[config.mk]
export PLATFORM = sky130hd
export DESIGN_NAME = secuenciador_bandas_flat
export DESIGN_NICKNAME = d
export VERILOG_FILES = /design/src/rtl/secuenciador_bandas_if.sv /design/src/rtl/secuenciador_bandas.sv /design/src/flat_wrapper.sv
export SDC_FILE = /design/constraint.sdc
export NUM_CORES = 1
export LEC_CHECK = 0
export CAP_MARGIN = 25
export CORE_ASPECT_RATIO = 1.4
export CORE_MARGIN = 2
export CORE_UTILIZATION = 50
export CTS_CLUSTER_SIZE = 40
export DETAILED_ROUTE_END_ITERATION = 16
export GPL_TIMING_DRIVEN = 0
export PLACE_DENSITY = 0.84
export SYNTH_ARGS = -nofsm -noshare
export SYNTH_HDL_FRONTEND = slang
export SYNTH_SLANG_ARGS = --single-unit
[constraint.sdc]
create_clock -name clk -period 3.3 [get_ports clk]
set_input_delay 0.495 -clock clk [delete_from_list [all_inputs] [get_ports clk]]
set_output_delay 0.495 -clock clk [all_outputs]
set_load 0.02 [all_outputs]
[src/rtl/secuenciador_bandas_if.sv]
// ---------------------------------------------------------------------------
// secuenciador_bandas_if
// Handshake bundle between the band sequencer, the ADC front end and the
// shared filter engine.
//   adc_inicio / adc_listo / salidaADC        : ADC conversion handshake
//   filtro_inicio / filtro_banda / filtro_entrada
//   filtro_fin / filtro_salida                : shared filter handshake
//   salida_mezcla / salida_valida             : mixed sample to the DAC stage
//   sobrecarga                                : sticky missed-tick flag
// master : sequencer view (drives the start pulses and results)
// slave  : environment view (ADC, filter engine, output stage)
// ---------------------------------------------------------------------------
interface secuenciador_bandas_if #(
    parameter int ANCHO = 23
);
    logic                    adc_inicio;
    logic                    adc_listo;
    logic [11:0]             salidaADC;
    logic                    filtro_inicio;
    logic [1:0]              filtro_banda;
    logic signed [ANCHO-1:0] filtro_entrada;
    logic                    filtro_fin;
    logic signed [ANCHO-1:0] filtro_salida;
    logic signed [ANCHO-1:0] salida_mezcla;
    logic                    salida_valida;
    logic                    sobrecarga;

    modport master (
        output adc_inicio,
        input  adc_listo,
        input  salidaADC,
        output filtro_inicio,
        output filtro_banda,
        output filtro_entrada,
        input  filtro_fin,
        input  filtro_salida,
        output salida_mezcla,
        output salida_valida,
        output sobrecarga
    );

    modport slave (
        input  adc_inicio,
        output adc_listo,
        output salidaADC,
        input  filtro_inicio,
        input  filtro_banda,
        input  filtro_entrada,
        output filtro_fin,
        output filtro_salida,
        input  salida_mezcla,
        input  salida_valida,
        input  sobrecarga
    );
endinterface

[src/rtl/secuenciador_bandas.sv]
// ---------------------------------------------------------------------------
// secuenciador_bandas
// Sample-rate controller for the equalizer datapath. A free-running divider
// paces ADC conversions; each 12-bit unsigned ADC word is re-centred into the
// signed filter format, run through the shared filter once per band, and the
// band results are summed and clamped into one mixed sample.
//
// Ports
//   clk    : system clock, rising edge
//   reset  : synchronous, active-high
//   bus    : secuenciador_bandas_if.master (ADC, filter and output handshakes)
//
// state     | meaning
// ----------+-----------------------------------------------------------
// ESPERA    | idle, waiting for the next sample tick
// CONVIERTE | ADC started, waiting for adc_listo
// AGUARDA   | filter running on band k, waiting for filtro_fin
// ---------------------------------------------------------------------------
module secuenciador_bandas #(
    parameter int N_BANDAS     = 3,
    parameter int ANCHO        = 23,
    parameter int DIV_MUESTREO = 2268
) (
    input  logic                  clk,
    input  logic                  reset,
    secuenciador_bandas_if.master bus
);

    localparam int ANCHO_CNT = (DIV_MUESTREO > 1) ? $clog2(DIV_MUESTREO) : 1;
    localparam logic [ANCHO_CNT-1:0] CNT_ULT   = ANCHO_CNT'(DIV_MUESTREO - 1);
    localparam logic [1:0]           BANDA_ULT = 2'(N_BANDAS - 1);
    localparam logic [ANCHO-1:0]     OFFSET_ADC = ANCHO'(8192);
    // Accumulator has two guard bits so up to four full-scale bands never wrap.
    localparam logic signed [ANCHO+1:0] SAT_MAX = {3'b000, {(ANCHO-1){1'b1}}};
    localparam logic signed [ANCHO+1:0] SAT_MIN = {3'b111, {(ANCHO-1){1'b0}}};

    typedef enum logic [1:0] {
        ESPERA    = 2'd0,
        CONVIERTE = 2'd1,
        AGUARDA   = 2'd2
    } estado_t;

    estado_t                 estado_q, estado_d;
    logic [ANCHO_CNT-1:0]    cnt_q, cnt_d;
    logic [1:0]              k_q, k_d;
    logic signed [ANCHO+1:0] acc_q, acc_d;
    logic signed [ANCHO+1:0] suma;
    logic signed [ANCHO-1:0] entrada_q, entrada_d;
    logic signed [ANCHO-1:0] mezcla_q, mezcla_d;
    logic                    adc_inicio_q, adc_inicio_d;
    logic                    filtro_inicio_q, filtro_inicio_d;
    logic                    valida_q, valida_d;
    logic                    sobre_q, sobre_d;
    logic                    tick;

    assign tick = (cnt_q == CNT_ULT);

    always_comb begin
        cnt_d           = tick ? '0 : cnt_q + ANCHO_CNT'(1);
        estado_d        = estado_q;
        k_d             = k_q;
        acc_d           = acc_q;
        entrada_d       = entrada_q;
        mezcla_d        = mezcla_q;
        adc_inicio_d    = 1'b0;
        filtro_inicio_d = 1'b0;
        valida_d        = 1'b0;
        sobre_d         = sobre_q;
        suma            = acc_q + {{2{bus.filtro_salida[ANCHO-1]}}, bus.filtro_salida};

        // A tick that finds a sequence in flight is dropped, only flagged.
        if (tick && (estado_q != ESPERA)) begin
            sobre_d = 1'b1;
        end

        case (estado_q)
            ESPERA: begin
                if (tick) begin
                    adc_inicio_d = 1'b1;
                    estado_d     = CONVIERTE;
                end
            end
            CONVIERTE: begin
                if (bus.adc_listo) begin
                    entrada_d       = ANCHO'({bus.salidaADC, 2'b00}) - OFFSET_ADC;
                    k_d             = 2'd0;
                    acc_d           = '0;
                    filtro_inicio_d = 1'b1;
                    estado_d        = AGUARDA;
                end
            end
            AGUARDA: begin
                if (bus.filtro_fin) begin
                    acc_d = suma;
                    if (k_q < BANDA_ULT) begin
                        k_d             = k_q + 2'd1;
                        filtro_inicio_d = 1'b1;
                    end else begin
                        // Clamp only the final sum so intermediate overshoot
                        // can be cancelled by later bands.
                        if (suma > SAT_MAX) begin
                            mezcla_d = SAT_MAX[ANCHO-1:0];
                        end else if (suma < SAT_MIN) begin
                            mezcla_d = SAT_MIN[ANCHO-1:0];
                        end else begin
                            mezcla_d = suma[ANCHO-1:0];
                        end
                        valida_d = 1'b1;
                        estado_d = ESPERA;
                    end
                end
            end
            default: estado_d = ESPERA;
        endcase
    end

    always_ff @(posedge clk) begin
        if (reset) begin
            estado_q        <= ESPERA;
            cnt_q           <= '0;
            k_q             <= 2'd0;
            acc_q           <= '0;
            entrada_q       <= '0;
            mezcla_q        <= '0;
            adc_inicio_q    <= 1'b0;
            filtro_inicio_q <= 1'b0;
            valida_q        <= 1'b0;
            sobre_q         <= 1'b0;
        end else begin
            estado_q        <= estado_d;
            cnt_q           <= cnt_d;
            k_q             <= k_d;
            acc_q           <= acc_d;
            entrada_q       <= entrada_d;
            mezcla_q        <= mezcla_d;
            adc_inicio_q    <= adc_inicio_d;
            filtro_inicio_q <= filtro_inicio_d;
            valida_q        <= valida_d;
            sobre_q         <= sobre_d;
        end
    end

    assign bus.adc_inicio     = adc_inicio_q;
    assign bus.filtro_inicio  = filtro_inicio_q;
    assign bus.filtro_banda   = k_q;
    assign bus.filtro_entrada = entrada_q;
    assign bus.salida_mezcla  = mezcla_q;
    assign bus.salida_valida  = valida_q;
    assign bus.sobrecarga     = sobre_q;

endmodule
[src/flat_wrapper.sv]
// flat-port wrapper written by rule: the top's interface ports become plain ports
module secuenciador_bandas_flat 
#(
    parameter int N_BANDAS     = 3,
    parameter int ANCHO        = 23,
    parameter int DIV_MUESTREO = 2268
)
  (clk, reset, bus_adc_inicio, bus_adc_listo, bus_salidaADC, bus_filtro_inicio, bus_filtro_banda, bus_filtro_entrada, bus_filtro_fin, bus_filtro_salida, bus_salida_mezcla, bus_salida_valida, bus_sobrecarga);
  secuenciador_bandas_if #(.ANCHO(ANCHO)) bus_i ();
  input  logic clk;
  input  logic reset;
  output wire logic [$bits(bus_i.adc_inicio)-1:0] bus_adc_inicio;
  input wire logic [$bits(bus_i.adc_listo)-1:0] bus_adc_listo;
  input wire logic [$bits(bus_i.salidaADC)-1:0] bus_salidaADC;
  output wire logic [$bits(bus_i.filtro_inicio)-1:0] bus_filtro_inicio;
  output wire logic [$bits(bus_i.filtro_banda)-1:0] bus_filtro_banda;
  output wire logic [$bits(bus_i.filtro_entrada)-1:0] bus_filtro_entrada;
  input wire logic [$bits(bus_i.filtro_fin)-1:0] bus_filtro_fin;
  input wire logic [$bits(bus_i.filtro_salida)-1:0] bus_filtro_salida;
  output wire logic [$bits(bus_i.salida_mezcla)-1:0] bus_salida_mezcla;
  output wire logic [$bits(bus_i.salida_valida)-1:0] bus_salida_valida;
  output wire logic [$bits(bus_i.sobrecarga)-1:0] bus_sobrecarga;
  assign bus_adc_inicio = bus_i.adc_inicio;
  assign bus_i.adc_listo = bus_adc_listo;
  assign bus_i.salidaADC = bus_salidaADC;
  assign bus_filtro_inicio = bus_i.filtro_inicio;
  assign bus_filtro_banda = bus_i.filtro_banda;
  assign bus_filtro_entrada = bus_i.filtro_entrada;
  assign bus_i.filtro_fin = bus_filtro_fin;
  assign bus_i.filtro_salida = bus_filtro_salida;
  assign bus_salida_mezcla = bus_i.salida_mezcla;
  assign bus_salida_valida = bus_i.salida_valida;
  assign bus_sobrecarga = bus_i.sobrecarga;
  secuenciador_bandas #(.N_BANDAS(N_BANDAS), .ANCHO(ANCHO), .DIV_MUESTREO(DIV_MUESTREO)) u_core (.clk(clk), .reset(reset), .bus(bus_i));
endmodule
== Word level (Yosys, flattened, before mapping) ==
Index checks and enable logic that the tools add are counted.

* Register bits: 91
* Word-level logic and storage cells: 61

* $add $sub $neg: 4
* $lt $le $gt $ge: 3
* Equality and inequality tests: 8
* Multiplexer cells: 20
* Bitwise gates (word level): 4
* Reductions and logical operators: 12

{| class="wikitable"
|+ Operator list
! kind !! number
|-
| $mux 25 || 2
|-
| $pmux 25 s2 || 1
|-
| $mux 23 || 2
|-
| $add 25x25->25 || 1
|-
| $gt 25x23->1 const B || 1
|-
| $lt 25x23->1 const B || 1
|-
| $sub 14x14->15 const B || 1
|-
| $mux 2 || 7
|-
| $add 12x1->12 const B || 1
|-
| $eq 12x12->1 const B || 1
|-
| $reduce_and 4->1 || 2
|-
| $ne 2x2->1 const B || 3
|-
| $pmux 2 s3 || 1
|-
| $reduce_and 3->1 || 2
|-
| $mux 1 || 5
|-
| $ne 2x1->1 const B || 2
|-
| $not 1->1 || 4
|-
| $pmux 2 s2 || 1
|-
| $reduce_bool 2->1 || 2
|-
| $reduce_or 2->1 || 2
|-
| $reduce_or 3->1 || 1
|-
| $add 2x1->2 const B || 1
|-
| $eq 2x1->1 const B || 1
|-
| $eq 2x2->1 const B || 1
|-
| other kinds (5) || 5
|}

== Depth between registers and ports, before layout ==
Gate-level depths: netlist of the first run.

* Depth after elaboration: 4
* Mapped depth: 13

== Worst setup path before layout of the first run ==
No wires, ideal clock.

* Kind: input-to-reg
* From: input bus_filtro_salida[0]
* To: register u_core.mezcla_q[7] (netlist: u_core.bus.salida_mezcla[7])
* Library setup time: 0.079 ns
* Data arrival time: 2.768 ns
* Required time: 3.221 ns
* Slack: 0.452 ns
* Stages: 13
* Path buffers: 1
* Path through: ha_1 inv_1 fa_1 nand2b_1 a21oi_2 o41ai_2 o21ai_2 o221ai_2 xor2_2 o31ai_4 buf_6 nand2_1 a211oi_2

* Word-level cells in the longest chain between the ends: 4

{| class="wikitable"
|+ Ends and longest elaborated chain
! item !! RTL line !! RTL
|-
| from (decl) || flat_wrapper.sv:19 || <nowiki>input wire logic [$bits(bus_i.filtro_salida)-1:0] bus_filtro_salida;</nowiki>
|-
| $add 25x25->25 * || secuenciador_bandas.sv:69 || <nowiki>suma = acc_q + {{2{bus.filtro_salida[ANCHO-1]}}, bus.filtro_salida};</nowiki>
|-
| $lt 25x23->1 || secuenciador_bandas.sv:103 || <nowiki>end else if (suma < SAT_MIN) begin</nowiki>
|-
| $mux 23 || secuenciador_bandas.sv:103 ||
|-
| $mux 23 * || secuenciador_bandas.sv:101 || <nowiki>if (suma > SAT_MAX) begin</nowiki>
|-
| to (signal assigned) || secuenciador_bandas.sv:135 || <nowiki>mezcla_q <= mezcla_d;</nowiki>
|-
| to (decl) || secuenciador_bandas.sv:49 || <nowiki>logic signed [ANCHO-1:0] mezcla_q, mezcla_d;</nowiki>
|}

Every way passes the cells marked *; elsewhere a longest branch is shown, timed or not.
A chain may end at the register's enable or synchronous reset.

== Worst setup path after layout of the first run ==
* From: input bus_filtro_salida[1]
* To: register u_core.mezcla_q[17] (netlist: u_core.bus.salida_mezcla[17])

The elaborated chain is that of the path after synthesis.

==> results of run 1 <==
-- registers in the layout, summed over array words and instances, names as in the netlist --
name,flops
u_core.bus.filtro_inicio,1
u_core.bus.filtro_entrada,12
u_core.bus.filtro_banda,2
u_core.estado_q,2
u_core.bus.salida_valida,1
u_core.bus.sobrecarga,1
u_core.cnt_q,12
u_core.bus.adc_inicio,1
u_core.bus.salida_mezcla,23
u_core.acc_q,25
-- synth_stat cells, drive strengths merged (2+ instances only) --
cell	instances	area, sq um
a21o	8	61.3
a21boi	3	22.5
or2	6	37.5
nand4	3	18.8
xor2	9	86.3
dfxtp	80	1600
nand2b	5	31.3
a211oi	27	313
o21a	5	40.0
o211ai	5	37.5
xnor2	17	149
nand3	12	60.1
a22oi	25	188
and2	2	12.5
nor2	104	393
and3	5	31.3
nand2	68	268
ha	29	363
buf	20	163
o21ai	18	101
nor3	8	50.1
inv	10	37.5
clkbuf	15	96.3
o31ai	4	43.8
a31oi	5	31.3
nor2b	2	12.5
a21oi	39	218
nor3b	2	20.0
-- metal layers --
metal | vias up | GRT usage (%) | share of wire (%)
met3 | 50 | 4.61 | 6.6
met2 | 183 | 45.3 | 52
met4 | 0 | 11.5 | 3.6
met1 | 2121 | 27.5 | 38
met5 | - | 0 | 0
li1 | 2165 | - | -
-- path summary, 6_finish.rpt --
| check | endpoint | cells past startpoint |
|---|---|---|
| worst max-delay path | u_core.bus.salida_mezcla[17] | 14 |
| worst min-delay path | u_core.bus.salida_valida | 2 |
| worst max register to register | u_core.bus.salida_mezcla[17] | 14 |
| worst min register to register | u_core.cnt_q[0] | 1 |
-- area by class of cell --
class / count / area share (%)
Multi-Input combinational cell: 432 / 46.7
Buffer: 36 / 4.54
Timing Repair Buffer: 93 / 15.2
Tap cell: 107 / 2.20
Sequential cell: 80 / 26.3
Inverter: 10 / 0.617
Clock buffer: 9 / 3.70
Clock inverter: 7 / 0.781
-- logic make-up (layout without fill, tap and decap cells) --
group / Yosys count / after routing / synth area share, %
AND/OR/NAND/NOR: 225 / 225 / 21.3
AO/OA/AOI/OAI: 147 / 147 / 24.4
flip-flops: 80 / 80 / 34.1
buffers and inverters: 46 / 155 / 6.52
adder cells (fa/ha/maj): 30 / 30 / 8.15
XOR/XNOR: 26 / 26 / 5.01
multiplexers: 2 / 2 / 0.453
other: 1 / 2 / 0.0798
-- where the power goes --
part           leakage [nW]  total, mW  internal [mW]  switching [mW]
logic                  1.57      0.403          0.181           0.222
clock network         0.132      0.917          0.509           0.409
registers             0.645      0.996          0.982          0.0134
total                  2.34       2.32           1.67           0.644
-- through the flow --
stage / util (%) / TNS, ns / cell area (sq um) / worst slack, ns
5_1_grt: 67.1 / 0 / 6090 / 0.0566
2_1_floorplan: - / 0 / 4700 / 0.452
3_5_place_dp: 62.9 / -7.87 / 5710 / -0.392
4_1_cts: 66.0 / 0 / 5990 / 0.0617
3_3_place_gp: 62.9 / -6.51 / 5710 / -0.332
6_report: 67.1 / 0 / 6090 / 0.165
-- layout by cell type, fill, tap and decap left out, types with 4 or more instances in the layout --
cell	instances
clkbuf_8	4
nand2_1	60
nand3_1	12
or2_2	5
a211oi_1	5
nor2_1	103
xnor2_1	17
inv_1	9
and3_1	5
dfxtp_1	80
o211ai_1	5
buf_4	18
clkbuf_1	11
nand2_2	8
clkdlybuf4s50_1	86
ha_1	28
nand2b_1	4
buf_6	4
a21oi_1	35
nor3_1	6
a31oi_1	5
xor2_1	8
clkbuf_16	9
a22oi_1	25
a211oi_2	22
a21o_1	7
o21ai_0	12
-- repair_timing --
item / in CTS / in global routing
setup buffers: 0 / 4
setup endpoints to repair: 20 / 21
gates resized for setup: 1 / 18
cloned: 0 / 2
hold endpoints to repair: 0 / 0
pin swaps: 1 / 21
==> metrics.yaml, run 1 <==
floorplan:
  die_x_um: 85.9
  ios: 91
  dieHeight_um: 119
  dieArea_sq_um: 10200
  initial_core_util_pct: 51.8
  core_region_area_sq_um: 9080
  rows: 41
place:
  port-buffer-count: 87
  place_congestion: 0.978
  dp.final_hpwl_um: 9370
  placed_cells: 752
cts:
  cts_tree: "done"
  cts_buffers: 9
  htreeDepth: 3
  ctsHoldBuffers: 0
  clockBufferDepth: 2
  cts_root_buffer: "clkbuf_16"
  clkTransAtPathRegs_ns: 0.07
  clock-sinks: 80
  clk_latency_ns: 0.34
setup_path:
  max_stage_delay_ns: 0.51
  worstReg2RegStart: "u_core.acc_q[0]"
  slowest_stage: "clkdlybuf4s50_1"
  critPathKind: "primary input to register"
  cp-start-kind: "primary input"
  rrSetupSlack_ns: 0.38
  cp.arrival_ns: 3.41
  worstPathCellList: "clkdlybuf4s50_1 -> inv_1 -> fa_2 -> nand2b_4 -> a21oi_4 -> o41ai_4 -> o21ai_2 -> o221ai_2 -> xor2_2 -> o31ai_4 -> buf_6 -> buf_6 -> nand2_2 -> a211oi_2"
  crit_buf_inv: 4
  crit_top_cell: "buf_6"
  required_ns: 3.57
  critPathMaxFanout: 5
  cp_top_family: "compound AO/OA/AOI/OAI gates"
  critical_path.startpoint: "bus_filtro_salida[1]"
  end_kind: "register"
power_and_ir_drop:
  fin_total_pwr_mw: 2.32
  p_leak_nw: 2.34
  peakVddDrop_uv: 372
  p_per_area_nw_per_um2: 380
logic_synthesis:
  synthCells: 557
  synth_cell_type_count: 66
  syn_area_sq_um: 4700
  synth_ff_type: "dfxtp_1"
  yosys_warnings: 0
  yosysSeqAreaShare_pct: 34.1
  synthArstFlopShare_pct: 0
  synth_edf_count: 0
  avgSynthCellArea_sq_um: 8.44
  synth_seq_cells: 80
sta:
  max_freq_mhz: 319
  setup_violations: 0
  fin_worst_skew_ns: 0.00913
  rsz0062_at_grt: "false"
  final_max_slew_viol_count: 0
  hold_slack_ns: 0.431
  hold_viol: 0
  slew_headroom_pct: 47.0
  min_period_ns: 3.14
  worst_pin_slew_ns: 0.790
  period_share_pct: 95.0
finish:
  multi_input_area_sq_um: 2840
  regArea_sq_um: 1600
  n_antenna_cell: 0
  drive_above_1_share_pct: 16.2
  area_growth_syn_to_layout_pct: 29.6
  fin_nets: 731
  fillerInstances: 726
  final_cells: 774
global_route:
  grt_pass1_wl_um: 20500
  antenna_found_initial: 0
  overflow: 0
  grt_start_max_net_pins: 15
  grt_usage_pct: 25.0
  first_global_vias: 4427
detailed_routing:
  ant_nets: 0
  vias_per_cell: 5.84
  firstDrtPassIters: 7
  drt-initial-drc-count: 227
  drc: 0
  wl_um: 12600
  routedWlPerCell_um: 16.3
  vias: 4519
worst_hold_path:
  worstHoldStart: "reset"
  min_path_type: "primary input to register"
run:
  drv_cap: 0
status:
  status: "completed"
Power figures use the tool's default switching activity.
==> run 2, diff against run 1 <==
- CORE_UTILIZATION: 50 -> 53
- PLACE_DENSITY: 0.84 -> 0.88
==> metrics.yaml, run 2 (same netlist as run 1, synthesis figures left out) <==
status:
  status: "completed"
sta:
  min_period_ns: 3.18
  final_max_slew_viol_count: 0
  fin_setup_tns_ns: 0
  setup_violations: 0
  worst_pin_slew_ns: 0.772
  slew_headroom_pct: 48.2
  fin_ws_ns: 0.120
  rsz0062_at_grt: "false"
  fin_worst_skew_ns: 0.00568
  hold_viol: 0
  max_freq_mhz: 314
  period_share_pct: 96.4
setup_path:
  slowest_stage: "clkdlybuf4s50_1"
  critPathMaxFanout: 5
  rrSetupSlack_ns: 0.39
  cp.arrival_ns: 3.45
  worstReg2RegStart: "u_core.acc_q[3]"
  end_kind: "register"
  max_stage_delay_ns: 0.47
  crit_buf_inv: 2
  cp_top_family: "compound AO/OA/AOI/OAI gates"
  worstPathCellList: "clkdlybuf4s50_1 -> ha_2 -> o211ai_1 -> a21oi_4 -> buf_4 -> o41a_2 -> a21o_1 -> a211oi_1 -> o21a_1 -> xnor2_1 -> nand2_1 -> a211oi_2"
  required_ns: 3.57
  critPathKind: "primary input to register"
  cp-start-kind: "primary input"
  ff2ff_path_depth: 11
  reg2reg_to: "u_core.bus.salida_mezcla[18]"
detailed_routing:
  wl_um: 12800
  routed.top_layer: "met4"
  wl_met3_um: 771
  drt-initial-drc-count: 299
  vias: 4504
  routedWlPerCell_um: 16.6
  wirelength_met1_um: 4790
  wl_met2_um: 6830
  firstDrtPassIters: 11
  drc: 0
  ant_nets: 0
  vias_per_cell: 5.84
finish:
  regArea_sq_um: 1600
  largest_reg_flops: 25
  fin_nets: 730
  drive_above_1_share_pct: 15.5
  n_antenna_cell: 0
  final_cells: 771
  multi_input_area_sq_um: 2820
  final_common_cell: "nor2_1"
  area_growth_syn_to_layout_pct: 30.1
  regMostFlops: "u_core.acc_q"
  layout_common_cells: "103 x nor2_1, 87 x clkdlybuf4s50_1, 80 x dfxtp_1"
  fillerInstances: 646
global_route:
  grt_pass1_wl_um: 20500
  grt_start_max_net_pins: 15
  grt_usage_pct: 26.1
  first_global_vias: 4383
  antenna_found_initial: 0
  overflow: 0
power_and_ir_drop:
  p_leak_nw: 2.35
  p_per_area_nw_per_um2: 419
  peakVddDrop_uv: 335
floorplan:
  die_x_um: 83.6
  dieHeight_um: 115
  initial_core_util_pct: 54.6
  ios: 91
  dieArea_sq_um: 9650
  core_region_area_sq_um: 8610
  rows: 40
place:
  place_congestion: 1.00
  dp.final_hpwl_um: 9250
  place_ws_ns: -0.412
  port-buffer-count: 87
  placed_cells: 750
cts:
  cts_root_buffer: "clkbuf_16"
  clk_latency_ns: 0.35
  clockBufferDepth: 2
  htreeDepth: 3
  clkTransAtPathRegs_ns: 0.06
  cts_buffers: 9
  ctsHoldBuffers: 0
  cts_tree: "done"
  clock-sinks: 80
run:
  drv_cap: 0
worst_hold_path:
  worstHoldStart: "reset"
  min_path_type: "primary input to register"
  hold_depth: 2
  min_to: "u_core.bus.salida_valida"
run 2: through the flow:
| stage | hold slack [ns] | total power, mW | cell area [sq um] | utilization, % |
|---|---|---|---|---|
| final | 0.430 | 2.56 | 6120 | 71.0 |
| after global routing | 0.424 | 2.64 | 6120 | 71.0 |
| after CTS | 0.416 | 2.56 | 6060 | 70.4 |
| after detailed placement | 0.437 | 1.40 | 5710 | 66.3 |
| after global placement | 0.427 | 1.39 | 5710 | 66.3 |
| after floorplan | 0.418 | 1.26 | 4700 | - |
run 2: cell type report:
type / instances / share of cell area [%]
repair buffers: 92 / 14.9
flip-flops and latches: 80 / 26.2
plain buffers: 36 / 4.40
multi-input cells: 432 / 46.1
well taps: 105 / 2.15
inverters: 10 / 0.614
clock inverters: 7 / 1.96
clock buffers: 9 / 3.68
run 2: worst max path at each step:
stage | cells past startpoint | slack, ns | from | to
4_1_cts | 14 | 0.04 | bus_filtro_salida[0] | u_core.bus.salida_mezcla[17]
6_report | 12 | 0.12 | bus_filtro_salida[3] | u_core.bus.salida_mezcla[18]
3_3_place_gp | 14 | -0.33 | bus_filtro_salida[0] | u_core.bus.salida_mezcla[4]
3_5_place_dp | 14 | -0.41 | bus_filtro_salida[0] | u_core.bus.salida_mezcla[17]
2_1_floorplan | 13 | 0.45 | bus_filtro_salida[0] | u_core.bus.salida_mezcla[7]
5_1_grt | 15 | 0.02 | bus_filtro_salida[0] | u_core.bus.salida_mezcla[11]
run 2: power by group:
part / internal, mW / switching (mW)
clock: 0.740 / 0.427
sequential: 0.982 / 0.0139
combinational: 0.176 / 0.223
total: 1.90 / 0.664
run 2: routing by layer:
metal | track usage [%] | vias to the layer above
met5 | 0 | -
met4 | 11.4 | 0
met3 | 5.34 | 32
met2 | 49.2 | 184
met1 | 28.2 | 2124
li1 | - | 2164
run 2: worst reg2reg max path, delay by kind of cell, from the launching register on:
family / cells / cell delay, ns
compound gates: 7 / 1.78
flops: 1 / 0.34
fa+ha+maj: 1 / 0.32
buf+inv: 1 / 0.15
xor+xnor: 1 / 0.15
simple gates: 1 / 0.10
run 2: timing repair:
| item | in CTS | in global routing |
|---|---|---|
| resized for setup | 0 | 7 |
| buffers inserted | 1 | 3 |
| setup endpoints to repair | 20 | 21 |
| pin swaps | 2 | 5 |
| gates cloned | 0 | 1 |
==> run 3, diff against run 2 <==
==> constraint.sdc (replaced) <==
create_clock -name clk -period 3.3 [get_ports clk]
set_input_delay 0.66 -clock clk [delete_from_list [all_inputs] [get_ports clk]]
set_output_delay 0.66 -clock clk [all_outputs]
set_load 0.02 [all_outputs]
==> metrics.yaml, run 3 (same netlist as run 1, synthesis figures left out) <==
finish:
  fin_nets: 740
  finalCoreUtilization_pct: 73.9
  layout_common_cells: "102 x nor2_1, 84 x clkdlybuf4s50_1, 80 x dfxtp_1"
  area_growth_syn_to_layout_pct: 35.4
  regMostFlops: "u_core.acc_q"
  n_antenna_cell: 0
  final_common_cell: "nor2_1"
  final_cells: 781
  final_cell_area_sq_um: 6360
  drive_above_1_share_pct: 19.7
  largest_reg_flops: 25
detailed_routing:
  vias_per_cell: 5.94
  wl_met2_um: 7320
  drc: 0
  firstDrtPassIters: 7
  routedWlPerCell_um: 17.7
  wirelength_met1_um: 4930
  vias: 4641
  wl_um: 13800
  drt-initial-drc-count: 391
  wl_met3_um: 982
  ant_nets: 0
  routed.top_layer: "met4"
cts:
  cts_tree: "done"
  clockBufferDepth: 2
  htreeDepth: 3
  cts_buffers: 9
  clk_latency_ns: 0.35
  clkTransAtPathRegs_ns: 0.06
  clock-sinks: 80
  ctsHoldBuffers: 0
  cts_root_buffer: "clkbuf_16"
place:
  placed_cell_area_sq_um: 5710
  dp.final_hpwl_um: 9250
  placed_cells: 750
  place_congestion: 1.00
  port-buffer-count: 87
  place_ws_ns: -0.577
setup_path:
  critPathKind: "primary input to register"
  end_kind: "register"
  required_ns: 3.51
  critPathMaxFanout: 10
  cp.arrival_ns: 3.49
  ff2ff_path_depth: 14
  cp-start-kind: "primary input"
sta:
  rsz0062_at_grt: "true"
  fin_ws_ns: 0.0153
  hold_viol: 0
  min_period_ns: 3.28
  worst_pin_slew_ns: 0.827
  slew_headroom_pct: 44.5
  hold_slack_ns: 0.455
  max_freq_mhz: 304
  final_max_slew_viol_count: 0
  period_share_pct: 99.5
  setup_violations: 0
  fin_worst_skew_ns: 0.00670
worst_hold_path:
  hold_depth: 1
  min_path_type: "register to register"
global_route:
  grt_start_max_net_pins: 15
  first_global_vias: 4439
  antenna_found_initial: 0
  grt_usage_pct: 26.8
  grt_pass1_wl_um: 20900
  overflow: 0
status:
  status: "completed"
floorplan:
  rows: 40
  dieHeight_um: 115
  die_x_um: 83.6
  core_region_area_sq_um: 8610
  dieArea_sq_um: 9650
  ios: 91
  initial_core_util_pct: 54.6
power_and_ir_drop:
  p_leak_nw: 2.44
  p_per_area_nw_per_um2: 407
  peakVddDrop_uv: 339
run:
  drv_cap: 0
==> run 3: worst paths after layout <==
kind	start	endpoint	slack, ns
setup / recovery	bus_filtro_salida[5]	u_core.bus.salida_mezcla[17]	0.02
hold / removal	u_core.cnt_q[0]	u_core.cnt_q[0]	0.46
hold reg to reg	u_core.cnt_q[0]	u_core.cnt_q[0]	0.46
setup reg to reg	u_core.acc_q[0]	u_core.bus.salida_mezcla[20]	0.34
==> run 3: repair_timing <==
| item | CTS | global route |
|---|---|---|
| endpoints found under the setup margin | 21 | 22 |
| endpoints found under the hold margin | 0 | 0 |
| cloned | 2 | 0 |
| buffers inserted | 4 | 9 |
| gates resized for setup | 11 | 35 |
| pin swaps | 8 | 22 |
==> run 3: critical path, stage by stage <==
cell and delay (ns):
clkdlybuf4s50_1 0.55, ha_4 0.24, a21o_2 0.26, o41ai_4 0.36
o21ai_2 0.15, o221ai_2 0.26, xor2_2 0.27, buf_4 0.17
o21ai_2 0.07, a21oi_4 0.21, buf_8 0.20, a211oi_2 0.09
==> run 3: layout make-up <==
type                       instances  area (sq um)
timing repair buffer             102          1010
buffer                            36           284
fill                             587          2250
tap                              105           131
clock buffer                       9           225
sequential                        80          1600
multi-input combinational        432          2960
inverter                          10          37.5
clock inverter                     7           120
==> run 3: where the power goes <==
group,total [mW],leakage [nW],internal (mW),switching (mW)
registers,0.996,0.645,0.982,0.0138
clock network,1.17,0.166,0.740,0.427
logic,0.426,1.63,0.190,0.236
total,2.59,2.44,1.91,0.677
==> run 3: through the flow <==
stage          setup TNS (ns)  total power [mW]
2_1_floorplan               0              1.26
3_3_place_gp           -10.39              1.39
3_5_place_dp           -12.02              1.40
4_1_cts                     0              2.57
5_1_grt                -0.654              2.67
6_report                    0              2.59
==> run 3: routing by layer <==
layer | global-route usage, % | up-vias
met5 | 0 | -
met4 | 11.6 | 0
met3 | 6.34 | 57
met2 | 50.3 | 227
met1 | 28.7 | 2179
li1 | - | 2178
